`config.mk`:
```
export PLATFORM = sky130hd
export DESIGN_NAME = vga_box_mixer
export DESIGN_NICKNAME = d
export VERILOG_FILES = /design/src/rtl/vga_mixer_pkg.sv /design/src/rtl/vga_box_motion.sv /design/src/rtl/vga_box_mixer.sv
export SDC_FILE = /design/constraint.sdc
export NUM_CORES = 1
export LEC_CHECK = 0
export CAP_MARGIN = 20
export CELL_PAD_IN_SITES_DETAIL_PLACEMENT = 1
export CELL_PAD_IN_SITES_GLOBAL_PLACEMENT = 2
export CORE_ASPECT_RATIO = 1.2
export CORE_MARGIN = 1
export CORE_UTILIZATION = 38
export CTS_CLUSTER_SIZE = 30
export DETAILED_ROUTE_END_ITERATION = 10
export GPL_TIMING_DRIVEN = 0
export PLACE_DENSITY_LB_ADDON = 0.1
export SYNTH_ARGS = -nofsm -noshare
export SYNTH_HDL_FRONTEND = slang
export SYNTH_SLANG_ARGS = --single-unit
export TNS_END_PERCENT = 1
```
`constraint.sdc`:
```
create_clock -name clk -period 7.45 [get_ports clk]
set_input_delay 0.745 -clock clk [delete_from_list [all_inputs] [get_ports clk]]
set_output_delay 0.745 -clock clk [all_outputs]
set_load 0.005 [all_outputs]
```
`src/rtl/vga_mixer_pkg.sv`:
```
`default_nettype none
// ============================================================================
// Module      : vga_mixer_pkg
// Description : Shared pixel colour type, fixed palette and colour-index
//               helpers for the VGA box mixer.
// Revision    : 1.0 - initial release
// ============================================================================
package vga_mixer_pkg;

    typedef struct packed {
        logic [3:0] r;
        logic [3:0] g;
        logic [3:0] b;
    } rgb_t;

    localparam rgb_t BG_COLOR     = rgb_t'(12'h003);
    localparam rgb_t BORDER_COLOR = rgb_t'(12'hFFF);
    localparam rgb_t BLANK_COLOR  = rgb_t'(12'h000);

    localparam logic [2:0] c_idx_reset = 3'd1;
    localparam logic [2:0] c_idx_max   = 3'd7;

    // bit2 drives red, bit1 green, bit0 blue at full intensity
    function automatic rgb_t idx_to_rgb(input logic [2:0] idx);
        rgb_t c;
        c.r = {4{idx[2]}};
        c.g = {4{idx[1]}};
        c.b = {4{idx[0]}};
        return c;
    endfunction

    // Index 0 would draw a black box, so the sequence runs 1..7 only
    function automatic logic [2:0] next_color_idx(input logic [2:0] idx);
        return (idx == c_idx_max) ? c_idx_reset : idx + 3'd1;
    endfunction

endpackage
`default_nettype wire

```
`src/rtl/vga_box_motion.sv`:
```
`default_nettype none
// ============================================================================
// Module      : vga_box_motion
// Description : Frame-tick detector plus bouncing box position, direction
//               and colour index, updated once per frame.
// Revision    : 1.0 - initial release
// ============================================================================
module vga_box_motion
    import vga_mixer_pkg::*;
#(
    parameter int HPOS_WIDTH = 10,
    parameter int VPOS_WIDTH = 10,
    parameter int H_DISPLAY  = 640,
    parameter int V_DISPLAY  = 480,
    parameter int BOX_W      = 32,
    parameter int BOX_H      = 32,
    parameter int SPEED      = 2
) (
    input  logic                  clk,
    input  logic                  reset_n,
    input  logic                  i_vsync,
    input  logic                  i_move_en,
    output logic [HPOS_WIDTH-1:0] o_box_x,
    output logic [VPOS_WIDTH-1:0] o_box_y,
    output logic [2:0]            o_color_idx,
    output logic                  o_frame_tick
);

    localparam int XW = HPOS_WIDTH + 1;
    localparam int YW = VPOS_WIDTH + 1;

    localparam logic [XW-1:0] c_h_disp = XW'(H_DISPLAY);
    localparam logic [XW-1:0] c_box_w  = XW'(BOX_W);
    localparam logic [XW-1:0] c_spd_x  = XW'(SPEED);
    localparam logic [XW-1:0] c_x_max  = XW'(H_DISPLAY - BOX_W);
    localparam logic [YW-1:0] c_v_disp = YW'(V_DISPLAY);
    localparam logic [YW-1:0] c_box_h  = YW'(BOX_H);
    localparam logic [YW-1:0] c_spd_y  = YW'(SPEED);
    localparam logic [YW-1:0] c_y_max  = YW'(V_DISPLAY - BOX_H);

    logic                  r_vs_prev;
    logic                  r_armed;
    logic                  r_tick;
    logic [HPOS_WIDTH-1:0] r_x;
    logic [VPOS_WIDTH-1:0] r_y;
    logic                  r_dir_x;
    logic                  r_dir_y;
    logic [2:0]            r_color_idx;

    logic                  w_tick_det;
    logic [XW-1:0]         w_x_ext;
    logic [XW-1:0]         w_x_step;
    logic [HPOS_WIDTH-1:0] w_x_next;
    logic                  w_dir_x_next;
    logic                  w_bounce_x;
    logic [YW-1:0]         w_y_ext;
    logic [YW-1:0]         w_y_step;
    logic [VPOS_WIDTH-1:0] w_y_next;
    logic                  w_dir_y_next;
    logic                  w_bounce_y;

    // r_armed masks the first cycle after reset so a vsync already low at
    // release is not mistaken for a falling edge
    assign w_tick_det = r_armed & r_vs_prev & ~i_vsync;

    always_comb begin
        w_x_ext      = {1'b0, r_x};
        w_x_step     = w_x_ext;
        w_dir_x_next = r_dir_x;
        w_bounce_x   = 1'b0;
        if (r_dir_x) begin
            if (w_x_ext + c_box_w + c_spd_x >= c_h_disp) begin
                w_x_step     = c_x_max;
                w_dir_x_next = 1'b0;
                w_bounce_x   = 1'b1;
            end else begin
                w_x_step = w_x_ext + c_spd_x;
            end
        end else begin
            if (w_x_ext <= c_spd_x) begin
                w_x_step     = '0;
                w_dir_x_next = 1'b1;
                w_bounce_x   = 1'b1;
            end else begin
                w_x_step = w_x_ext - c_spd_x;
            end
        end
        w_x_next = w_x_step[HPOS_WIDTH-1:0];
    end

    always_comb begin
        w_y_ext      = {1'b0, r_y};
        w_y_step     = w_y_ext;
        w_dir_y_next = r_dir_y;
        w_bounce_y   = 1'b0;
        if (r_dir_y) begin
            if (w_y_ext + c_box_h + c_spd_y >= c_v_disp) begin
                w_y_step     = c_y_max;
                w_dir_y_next = 1'b0;
                w_bounce_y   = 1'b1;
            end else begin
                w_y_step = w_y_ext + c_spd_y;
            end
        end else begin
            if (w_y_ext <= c_spd_y) begin
                w_y_step     = '0;
                w_dir_y_next = 1'b1;
                w_bounce_y   = 1'b1;
            end else begin
                w_y_step = w_y_ext - c_spd_y;
            end
        end
        w_y_next = w_y_step[VPOS_WIDTH-1:0];
    end

    always_ff @(posedge clk or negedge reset_n) begin
        if (!reset_n) begin
            r_vs_prev   <= 1'b1;
            r_armed     <= 1'b0;
            r_tick      <= 1'b0;
            r_x         <= '0;
            r_y         <= '0;
            r_dir_x     <= 1'b1;
            r_dir_y     <= 1'b1;
            r_color_idx <= c_idx_reset;
        end else begin
            r_vs_prev <= i_vsync;
            r_armed   <= 1'b1;
            r_tick    <= w_tick_det;
            // The tick lands in vertical blanking, so the box never moves mid-scan
            if (r_tick && i_move_en) begin
                r_x     <= w_x_next;
                r_y     <= w_y_next;
                r_dir_x <= w_dir_x_next;
                r_dir_y <= w_dir_y_next;
                if (w_bounce_x || w_bounce_y) begin
                    r_color_idx <= next_color_idx(r_color_idx);
                end
            end
        end
    end

    assign o_box_x      = r_x;
    assign o_box_y      = r_y;
    assign o_color_idx  = r_color_idx;
    assign o_frame_tick = r_tick;

endmodule
`default_nettype wire

```
`src/rtl/vga_box_mixer.sv`:
```
`default_nettype none
// ============================================================================
// Module      : vga_box_mixer
// Description : Two-stage pixel pipeline drawing a background and a bouncing
//               bordered box, with syncs delayed to stay pixel-aligned.
// Revision    : 1.0 - initial release
// ============================================================================
module vga_box_mixer
    import vga_mixer_pkg::*;
#(
    parameter int HPOS_WIDTH = 10,
    parameter int VPOS_WIDTH = 10,
    parameter int H_DISPLAY  = 640,
    parameter int V_DISPLAY  = 480,
    parameter int BOX_W      = 32,
    parameter int BOX_H      = 32,
    parameter int SPEED      = 2
) (
    input  logic                  clk,
    input  logic                  reset_n,
    input  logic                  hsync,
    input  logic                  vsync,
    input  logic                  display_on,
    input  logic [HPOS_WIDTH-1:0] hpos,
    input  logic [VPOS_WIDTH-1:0] vpos,
    input  logic                  move_en,
    output logic [3:0]            vga_r,
    output logic [3:0]            vga_g,
    output logic [3:0]            vga_b,
    output logic                  vga_hs,
    output logic                  vga_vs,
    output logic                  frame_tick
);

    localparam int XW = HPOS_WIDTH + 1;
    localparam int YW = VPOS_WIDTH + 1;

    localparam logic [XW-1:0] c_box_w    = XW'(BOX_W);
    localparam logic [XW-1:0] c_box_w_m1 = XW'(BOX_W - 1);
    localparam logic [YW-1:0] c_box_h    = YW'(BOX_H);
    localparam logic [YW-1:0] c_box_h_m1 = YW'(BOX_H - 1);

    logic [HPOS_WIDTH-1:0] w_box_x;
    logic [VPOS_WIDTH-1:0] w_box_y;
    logic [2:0]            w_color_idx;

    logic [XW-1:0] w_h_ext;
    logic [XW-1:0] w_bx_ext;
    logic [YW-1:0] w_v_ext;
    logic [YW-1:0] w_by_ext;
    logic          w_in_h;
    logic          w_in_v;
    logic          w_edge_h;
    logic          w_edge_v;
    logic          w_inside;
    logic          w_border;
    rgb_t          w_pix;

    logic          r_s1_inside;
    logic          r_s1_border;
    logic          r_s1_de;
    logic          r_s1_hs;
    logic          r_s1_vs;
    rgb_t          r_rgb;
    logic          r_hs;
    logic          r_vs;

    vga_box_motion #(
        .HPOS_WIDTH (HPOS_WIDTH),
        .VPOS_WIDTH (VPOS_WIDTH),
        .H_DISPLAY  (H_DISPLAY),
        .V_DISPLAY  (V_DISPLAY),
        .BOX_W      (BOX_W),
        .BOX_H      (BOX_H),
        .SPEED      (SPEED)
    ) u_motion (
        .clk          (clk),
        .reset_n      (reset_n),
        .i_vsync      (vsync),
        .i_move_en    (move_en),
        .o_box_x      (w_box_x),
        .o_box_y      (w_box_y),
        .o_color_idx  (w_color_idx),
        .o_frame_tick (frame_tick)
    );

    // Widened by one bit so box_x + BOX_W never wraps at the right/bottom edge
    always_comb begin
        w_h_ext  = {1'b0, hpos};
        w_bx_ext = {1'b0, w_box_x};
        w_v_ext  = {1'b0, vpos};
        w_by_ext = {1'b0, w_box_y};
        w_in_h   = (w_h_ext >= w_bx_ext) && (w_h_ext < w_bx_ext + c_box_w);
        w_in_v   = (w_v_ext >= w_by_ext) && (w_v_ext < w_by_ext + c_box_h);
        w_edge_h = (w_h_ext == w_bx_ext) || (w_h_ext == w_bx_ext + c_box_w_m1);
        w_edge_v = (w_v_ext == w_by_ext) || (w_v_ext == w_by_ext + c_box_h_m1);
        w_inside = w_in_h && w_in_v;
        w_border = w_inside && (w_edge_h || w_edge_v);
    end

    always_ff @(posedge clk or negedge reset_n) begin
        if (!reset_n) begin
            r_s1_inside <= 1'b0;
            r_s1_border <= 1'b0;
            r_s1_de     <= 1'b0;
            r_s1_hs     <= 1'b1;
            r_s1_vs     <= 1'b1;
        end else begin
            r_s1_inside <= w_inside;
            r_s1_border <= w_border;
            r_s1_de     <= display_on;
            r_s1_hs     <= hsync;
            r_s1_vs     <= vsync;
        end
    end

    always_comb begin
        w_pix = BG_COLOR;
        if (!r_s1_de) begin
            w_pix = BLANK_COLOR;
        end else if (r_s1_border) begin
            w_pix = BORDER_COLOR;
        end else if (r_s1_inside) begin
            w_pix = idx_to_rgb(w_color_idx);
        end
    end

    always_ff @(posedge clk or negedge reset_n) begin
        if (!reset_n) begin
            r_rgb <= BLANK_COLOR;
            r_hs  <= 1'b1;
            r_vs  <= 1'b1;
        end else begin
            r_rgb <= w_pix;
            r_hs  <= r_s1_hs;
            r_vs  <= r_s1_vs;
        end
    end

    assign vga_r  = r_rgb.r;
    assign vga_g  = r_rgb.g;
    assign vga_b  = r_rgb.b;
    assign vga_hs = r_hs;
    assign vga_vs = r_vs;

endmodule
`default_nettype wire

```
==> qor.yml, run 1 <==
post_cts_resized: 0
finalCriticalPeriod_ns: 3.72
fmax_mhz: 269
die_x_um: 90.7
avgSynthCellArea_um2: 8.60
placementRows: 38
gp_congestion: 0.854
timing.max_cap.violations: 0
synth.distinct_cells: 73
crit_type: "flip-flop to flip-flop"
firstDrtPassIters: 6
post-route-drc-count: 0
ir_drop_uv: 175
synthesis.area_um2: 3580
setup_viol: 0
grt_pass1_wl_um: 17600
fin_util_pct: 46.7
p_sw_uw: 710
total_leakage_power_nw: 1.81
clk_path_buf_depth: 2
drt_iter0_drc: 112
area_delta_synth_final_pct: 18.2
p_int_uw: 747
whs_path_depth: 0
synth-async-reset-ratio_pct: 100
final_max_slew_viol_count: 0
ctsHoldBuffers: 0
ios: 41
cts_htree_levels: 2
cts_buffers: 5
crit_slowest_cell: "a221oi_4"
numPortBuffers: 40
cts_sinks: 36
routed_wl_um: 10600
ys_seq_area_share_pct: 25.4
seqPwrFrac_pct: 22.4
worstPathArrival_ns: 3.89
clk_pin_slew_ns: 0.08
drtAntennaViolNets: 0
cts_tree: "built"
status: "finished, final reports clean"
post_cts_buffers: 0
clock_power_share_pct: 12.1
die_area_um2: 9830
wl_per_cell_um: 18.1
core_um2: 9080
dieHeight_um: 108
worstSetupEndpointType: "flip-flop"
dp_hpwl_um: 8330
viasPerCell: 5.63
crit_chain: "buf_1 > inv_1 > ha_1 > nor2b_1 > nand3_1 > or4b_4 > a221oi_4 > a21oi_2 > o21ai_4 > mux2_4"
critical-path-max-stage-delay_ns: 0.57
layout-drive-gt1-share_pct: 9.46
critPathMaxFanout: 10
tightest_slew_ns: 0.849
synth_nets: 487
grt-ovfl-total: 0
cp-start-kind: "flip-flop"
ys_ff_latch: 36
vias: 3293
cp_data_required_time_ns: 7.63
synth-warning-count: 0
finalSetupTns_ns: 0
grtUsageTotal_pct: 22.7
grt_antenna_before_repair: 0
clock-root-buffer: "clkbuf_8"
finalClockSkew_ns: 0.00834
synth_edf_count: 0
grt_max_degree: 37
final_common_cell: "ha_1"
fin_crit_sh_pct: 49.9
n_antenna_cell: 0
insertion_delay_ns: 0.29
first_global_vias: 3488
nNetsFinal: 534
rsz0062_at_grt: "no"
r2r_cells: 10
synth-main-ff-cell: "dfrtp_1"
mostFrequentLayoutCells: "ha_1, clkdlybuf4s50_1, nor2_1, inv_1, dfrtp_1"
switching_share_pct: 48.7
power_density_nw_per_um2: 344
slew_headroom_pct: 43.0
floorplan.initialDensity_pct: 39.5
hold_viol_final: 0
comb_power_share_pct: 65.6
hold_path_class: "flip-flop to flip-flop"
synthCells: 417
-- per-stage QoR --
step	power, mW	std cells	setup WS, ns	cell area, um2	hold WS, ns
finish	1.46	585	3.73	4240	0.358
floorplan	1.01	417	4.38	3580	0.345
detailed placement	1.28	577	3.80	4130	0.348
CTS	1.46	585	3.78	4240	0.359
global placement	1.25	577	3.82	4140	0.348
global route	1.59	585	3.60	4240	0.367
-- registers in the layout, summed over array words and instances, names as in the netlist --
name and flops:
u_motion.r_dir_y 1, u_motion.o_frame_tick 1, u_motion.r_armed 1, u_motion.r_vs_prev 1, vga_vs 1, u_motion.o_color_idx 3, u_motion.r_dir_x 1, r_s1_hs 1
vga_r 1, vga_g 1, r_s1_border 1, u_motion.o_box_x 9, vga_b 2, r_s1_inside 1, vga_hs 1, u_motion.o_box_y 9
r_s1_de 1
-- path summary, 6_finish.rpt --
path,end,slack [ns],startpoint
min,vga_hs,0.36,r_s1_hs
max in group asynchronous,u_motion.o_box_y[7],6.39,reset_n
max reg2reg,u_motion.o_color_idx[1],3.73,u_motion.o_box_y[5]
min reg2reg,vga_hs,0.36,r_s1_hs
max,u_motion.o_color_idx[1],3.73,u_motion.o_box_y[5]
min in group asynchronous,u_motion.o_box_x[8],0.53,reset_n
-- Yosys cell counts, drive strengths merged, types with 2 or more instances --
| cell type | instances | area share, % |
|---|---|---|
| a31oi | 7 | 1.2 |
| nand2b | 4 | 0.70 |
| mux2i | 3 | 0.84 |
| or3 | 2 | 0.49 |
| a221o | 3 | 0.84 |
| inv | 29 | 3.0 |
| dfstp | 7 | 5.1 |
| or2 | 2 | 0.35 |
| nor2 | 30 | 3.1 |
| a22oi | 3 | 0.63 |
| o22ai | 2 | 0.35 |
| nand4 | 13 | 2.3 |
| a211o | 2 | 0.49 |
| xnor2 | 23 | 5.6 |
| a21oi | 24 | 3.5 |
| nor4b | 3 | 0.73 |
| nor2b | 6 | 1.0 |
| mux2 | 4 | 1.6 |
| a21boi | 2 | 0.42 |
| o211ai | 2 | 0.42 |
| and4b | 2 | 0.56 |
| o2111ai | 2 | 0.49 |
| nand3 | 17 | 2.4 |
| xor2 | 11 | 2.7 |
| o31ai | 2 | 0.42 |
| clkbuf | 11 | 1.2 |
| dfrtp | 29 | 20 |
| a2111oi | 3 | 1.3 |
| a21o | 8 | 1.7 |
| nand2 | 27 | 2.9 |
| o21ai | 21 | 3.2 |
| ha | 44 | 15 |
| and2 | 5 | 0.94 |
| or4 | 3 | 0.73 |
| o221ai | 6 | 1.5 |
| a221oi | 2 | 0.98 |
| nor4 | 2 | 0.35 |
| nor3 | 15 | 2.1 |
| buf | 16 | 3.2 |
| and3 | 2 | 0.35 |
-- power by group through the flow --
stage,Clock (mW),Sequential (mW),Combinational [mW]
3_5_place_dp,0,0.328,0.950
6_report,0.176,0.326,0.955
5_1_grt,0.187,0.334,1.07
3_3_place_gp,0,0.326,0.925
4_1_cts,0.178,0.325,0.958
2_1_floorplan,0,0.304,0.709
-- worst max-delay path: cells and delay by family (launching register included) --
family,cells,cell delay [ns]
AOI/OAI and AO/OA,3,0.98
and+or+nand+nor,3,0.76
buffers and inverters,2,0.67
DFF,1,0.47
adders and majority gates,1,0.39
muxes,1,0.32
-- layer usage --
layer | global-route usage (%) | wire length [um] | vias up | part of all wire, %
met3 | 3.45 | 232 | 24 | 2.2
li1 | - | - | 1599 | -
met1 | 25.1 | 4380 | 1626 | 41
met4 | 7.95 | 293 | 0 | 2.8
met5 | 0 | 0 | - | 0
met2 | 43.7 | 5700 | 44 | 54
-- area by class of cell --
| cell class | count | area (um2) |
|---|---|---|
| fill | 1100 | 4840 |
| timing repair buffer | 40 | 395 |
| clock buffer | 6 | 72.6 |
| sequential | 36 | 910 |
| tap | 120 | 150 |
| buffer | 27 | 155 |
| multi-input combinational | 325 | 2410 |
| clock inverter | 2 | 35.0 |
| inverter | 29 | 109 |
-- cells by family (layout without fill, tap and decap cells) --
logic type | count (synthesis) | after routing | share of synthesized area, %
and+or+nand+nor | 137 | 137 | 20.1
AOI/OAI and AO/OA | 101 | 101 | 20.3
buffers and inverters | 56 | 104 | 7.36
adders and majority gates | 44 | 44 | 15.4
DFF | 36 | 36 | 25.4
xor gates and xnor gates | 35 | 35 | 8.97
muxes | 7 | 7 | 2.41
other | 1 | 1 | 0.105
Power figures use the tool's default switching activity.
==> run 2, diff against run 1 <==
--- a/config.mk
+++ b/config.mk
@@ -10,7 +10,7 @@
 export CELL_PAD_IN_SITES_GLOBAL_PLACEMENT = 2
 export CORE_ASPECT_RATIO = 1.2
 export CORE_MARGIN = 1
-export CORE_UTILIZATION = 38
+export CORE_UTILIZATION = 32
 export CTS_CLUSTER_SIZE = 30
 export DETAILED_ROUTE_END_ITERATION = 10
 export GPL_TIMING_DRIVEN = 0
==> constraint.sdc (replaced) <==
create_clock -name clk -period 3.4 [get_ports clk]
set_input_delay 0.34 -clock clk [delete_from_list [all_inputs] [get_ports clk]]
set_output_delay 0.34 -clock clk [all_outputs]
set_load 0.005 [all_outputs]
==> qor.yml, run 2 (same netlist as run 1, synthesis figures left out) <==
worstSetupEndpointType: "flip-flop"
grt_max_degree: 37
final_common_cell: "ha_1"
grt_antenna_before_repair: 0
clk_path_buf_depth: 2
numPortBuffers: 40
layout-drive-gt1-share_pct: 10.9
placementRows: 41
power_density_nw_per_um2: 782
vias: 3255
firstDrtPassIters: 4
post-route-drc-count: 0
cts_htree_levels: 2
final_max_slew_viol_count: 0
mostFrequentLayoutCells: "ha_1, clkdlybuf4s50_1, nor2_1, inv_1, dfrtp_1"
timing.max_cap.violations: 0
dieHeight_um: 118
die_x_um: 98.6
hold_viol_final: 0
crit_type: "flip-flop to flip-flop"
hold_path_class: "primary input to async pin"
routed_wl_um: 11100
cts_tree: "built"
wl_per_cell_um: 18.6
grtUsageMet3_pct: 2.32
worstPathArrival_ns: 3.39
viasPerCell: 5.46
tightest_slew_ns: 0.927
cts_buffers: 5
slew_headroom_pct: 37.7
crit_start: "u_motion.o_box_y[5]"
cts_sinks: 36
rsz0062_at_grt: "no"
finalClockSkew_ns: 0.00587
grt_pass1_wl_um: 18600
rr_startpoint: "u_motion.o_box_y[5]"
placed_area_um2: 4140
grtUsageTotal_pct: 20.2
floorplan.initialDensity_pct: 33.4
die_area_um2: 11600
total_leakage_power_nw: 1.86
area_delta_synth_final_pct: 21.0
status: "finished, final reports clean"
dp_cells: 586
fmax_mhz: 310
clock-root-buffer: "clkbuf_16"
grtUsageMet1_pct: 23.6
clk_pin_slew_ns: 0.06
top_usage_layer: "met2"
cp-start-kind: "flip-flop"
finalCriticalPeriod_ns: 3.22
stdcell_count: 596
insertion_delay_ns: 0.28
critPathMaxFanout: 10
core_um2: 10700
ir_drop_uv: 303
drt_iter0_drc: 107
gp_congestion: 0.787
drtAntennaViolNets: 0
nNetsFinal: 536
grt-ovfl-total: 0
cp_data_required_time_ns: 3.56
dp_hpwl_um: 8820
fin_crit_sh_pct: 94.8
n_antenna_cell: 0
use_met2_pct: 38.6
ios: 41
first_global_vias: 3539
setup_viol: 0
hold_slack_ns: 0.161
final_cell_area_um2: 4340
==> run 2: per-stage QoR <==
stage,power [mW],utilization (%),TNS (ns),worst slack (ns)
after floorplan,2.22,-,0,0.326
after global placement,2.78,38.7,-1.62,-0.274
after detailed placement,2.83,38.6,-1.42,-0.227
after CTS,3.41,40.4,0,0.0385
after global routing,3.69,40.4,0,0.00976
final,3.39,40.4,0,0.175
==> run 2: critical path, cell delays in order, from the launching register on <==
cell	delay [ns]
dfrtp_1	0.48
clkbuf_4	0.26
inv_1	0.13
ha_1	0.36
nor2b_1	0.16
nand3_1	0.12
or4b_4	0.48
a221oi_4	0.40
a21oi_2	0.13
o21ai_4	0.23
mux2_4	0.32
==> run 2: repair_timing <==
item                       CTS  global route
setup buffers                2             0
resized for setup            2             5
gates cloned                 0             0
hold buffers                 0             0
setup endpoints to repair   13             9
pin swaps                    1             0
==> run 2: report_power, final <==
part	internal (mW)	switching [mW]	total (mW)
clock network	0.345	0.188	0.532
registers	0.560	0.158	0.718
logic	0.881	1.26	2.14
total	1.79	1.60	3.39
==> run 2: final timing paths <==
kind                                      endpoint  slack, ns  cells after the start
min in group clk                            vga_hs       0.36                      0
max in group asynchronous              r_s1_inside       2.70                      1
max                        u_motion.o_color_idx[1]       0.18                     10
max reg2reg                u_motion.o_color_idx[1]       0.18                     10
min reg2reg                                 vga_hs       0.36                      0
min                            u_motion.o_box_x[8]       0.16                      1
==> run 2: cell type report <==
class,instances,area (um2)
Multi-Input combinational cell,325,2420
Buffer,27,161
Clock inverter,3,42.5
Sequential cell,36,910
Timing Repair Buffer,42,410
Tap cell,129,161
Fill cell,1272,6380
Clock buffer,5,125
Inverter,29,109
==> run 2: layer usage <==
metal  part of all wire [%]  wire length, um
met4                    1.2              128
met2                     55             6040
met3                    1.6              173
met1                     43             4730
met5                      0                0
==> run 3, diff against run 2 <==
--- a/config.mk
+++ b/config.mk
@@ -9,8 +9,7 @@
 export CELL_PAD_IN_SITES_DETAIL_PLACEMENT = 1
 export CELL_PAD_IN_SITES_GLOBAL_PLACEMENT = 2
 export CORE_ASPECT_RATIO = 1.2
-export CORE_MARGIN = 1
-export CORE_UTILIZATION = 32
+export CORE_UTILIZATION = 35
 export CTS_CLUSTER_SIZE = 30
 export DETAILED_ROUTE_END_ITERATION = 10
 export GPL_TIMING_DRIVEN = 0
==> constraint.sdc (replaced) <==
create_clock -name clk -period 3.2 [get_ports clk]
set_input_delay 0.32 -clock clk [delete_from_list [all_inputs] [get_ports clk]]
set_output_delay 0.32 -clock clk [all_outputs]
set_load 0.005 [all_outputs]
==> qor.yml, run 3 (same netlist as run 1, synthesis figures left out) <==
status: "finished, final reports clean"
worstPathArrival_ns: 3.30
final_common_cell: "ha_1"
cts_sinks: 36
viasPerCell: 5.48
slew_headroom_pct: 42.8
routed_wl_um: 11000
cts_htree_levels: 2
numPortBuffers: 40
seqPwrFrac_pct: 21.3
tightest_slew_ns: 0.851
placed_area_um2: 4140
cts_tree: "built"
grt_pass1_wl_um: 18000
p_int_mw: 1.90
insertion_delay_ns: 0.28
finalPower_mw: 3.59
grt_max_degree: 37
r2r_cells: 11
floorplan.initialDensity_pct: 35.8
ios: 41
worstReg2RegEnd: "u_motion.o_box_y[3]"
finalCriticalPeriod_ns: 3.08
post-route-drc-count: 0
timing.max_cap.violations: 0
switching_share_pct: 47.0
rsz0062_at_grt: "no"
hold_viol_final: 0
grtUsageTotal_pct: 21.8
clk_path_buf_depth: 2
vias: 3263
comb_power_share_pct: 64.2
placementRows: 40
cp-start-kind: "flip-flop"
drtAntennaViolNets: 0
clock-root-buffer: "clkbuf_16"
crit_start: "u_motion.o_box_y[5]"
die_area_um2: 10700
n_antenna_cell: 0
critPathMaxFanout: 10
drt_iter0_drc: 63
r2r_slack_ns: 0.12
first_global_vias: 3470
hold_path_class: "primary input to async pin"
core_um2: 10000
grt_antenna_before_repair: 0
area_delta_synth_final_pct: 21.4
ctsHoldBuffers: 0
wl_per_cell_um: 18.4
cts_buffers: 5
total_leakage_power_nw: 1.86
final_cell_area_um2: 4350
hold_slack_ns: 0.146
setup_viol: 0
ir_drop_uv: 270
nNetsFinal: 538
p_sw_mw: 1.69
layout-drive-gt1-share_pct: 11.7
rr_startpoint: "u_motion.o_box_y[5]"
fillCellCount: 1214
grt-ovfl-total: 0
gp_congestion: 0.811
final_max_slew_viol_count: 0
finalClockSkew_ns: 0.00758
clk_pin_slew_ns: 0.06
worstSetupEndpointType: "flip-flop"
crit_type: "flip-flop to flip-flop"
fmax_mhz: 325
cp_data_required_time_ns: 3.42
clock_power_share_pct: 14.5
dp_hpwl_um: 8720
firstDrtPassIters: 4
dp_slack_ns: -0.480
fin_crit_sh_pct: 96.2
die_x_um: 94.4
mostFrequentLayoutCells: "ha_1, clkdlybuf4s50_1, nor2_1, inv_1, dfrtp_1"
dieHeight_um: 113
power_density_nw_per_um2: 825
finalWorstSetupSlack_ns: 0.122
[run 3: critical path, cell delays in order, from the launching register on]
cell and delay [ns]:
dfrtp_2 0.46, buf_4 0.20, inv_1 0.18, ha_1 0.31, nor2b_1 0.17, nand3_1 0.12, or4b_4 0.48, a221oi_4 0.35
buf_4 0.19, nand2_2 0.08, nor4b_1 0.34, a211o_1 0.15
[run 3: worst max-delay path by stage]
| stage | cells past startpoint | slack [ns] | end |
|---|---|---|---|
| 2_1_floorplan | 10 | 0.13 | u_motion.o_color_idx[1] |
| 3_3_place_gp | 10 | -0.48 | u_motion.o_color_idx[1] |
| 3_5_place_dp | 10 | -0.48 | u_motion.o_color_idx[2] |
| 4_1_cts | 10 | 0.04 | u_motion.o_color_idx[2] |
| 5_1_grt | 10 | 0.0009 | u_motion.o_color_idx[2] |
| 6_report | 11 | 0.12 | u_motion.o_box_y[3] |
[run 3: power by group through the flow]
stage,registers (mW),clock network [mW],logic (mW)
2_1_floorplan,0.707,0,1.65
3_3_place_gp,0.763,0,2.18
3_5_place_dp,0.769,0,2.24
4_1_cts,0.762,0.528,2.28
5_1_grt,0.788,0.548,2.58
6_report,0.764,0.521,2.30
[run 3: repair_timing]
action,in CTS,in global routing
setup endpoints to repair,22,13
cloned,0,0
buffers inserted,2,2
pin swaps,1,2
gates resized for setup,4,7
[run 3: per-stage QoR]
stage / instances / util (%) / setup TNS, ns
after detailed placement: 583 / 41.3 / -5.29
after floorplan: 417 / - / 0
after global routing: 595 / 43.5 / 0
final: 595 / 43.5 / 0
after global placement: 583 / 41.4 / -4.92
after CTS: 593 / 43.2 / 0
[run 3: cell type report]
| cell class | instances | area [um2] | share of cell area [%] |
|---|---|---|---|
| inverter | 29 | 109 | 2.50 |
| multi-input combinational | 325 | 2430 | 55.8 |
| sequential | 36 | 911 | 20.9 |
| timing repair buffer | 44 | 425 | 9.78 |
| tap | 126 | 158 | 3.62 |
| buffer | 27 | 164 | 3.77 |
| clock buffer | 8 | 156 | 3.60 |
[run 3: per-layer routing]
| metal | part of all wire [%] | vias to the layer above | GRT usage (%) |
|---|---|---|---|
| met2 | 55 | 30 | 42.4 |
| met5 | 0 | - | 0 |
| li1 | - | 1610 | - |
| met1 | 42 | 1612 | 25.3 |
| met4 | 0.91 | 0 | 3.69 |
| met3 | 1.3 | 11 | 2.35 |
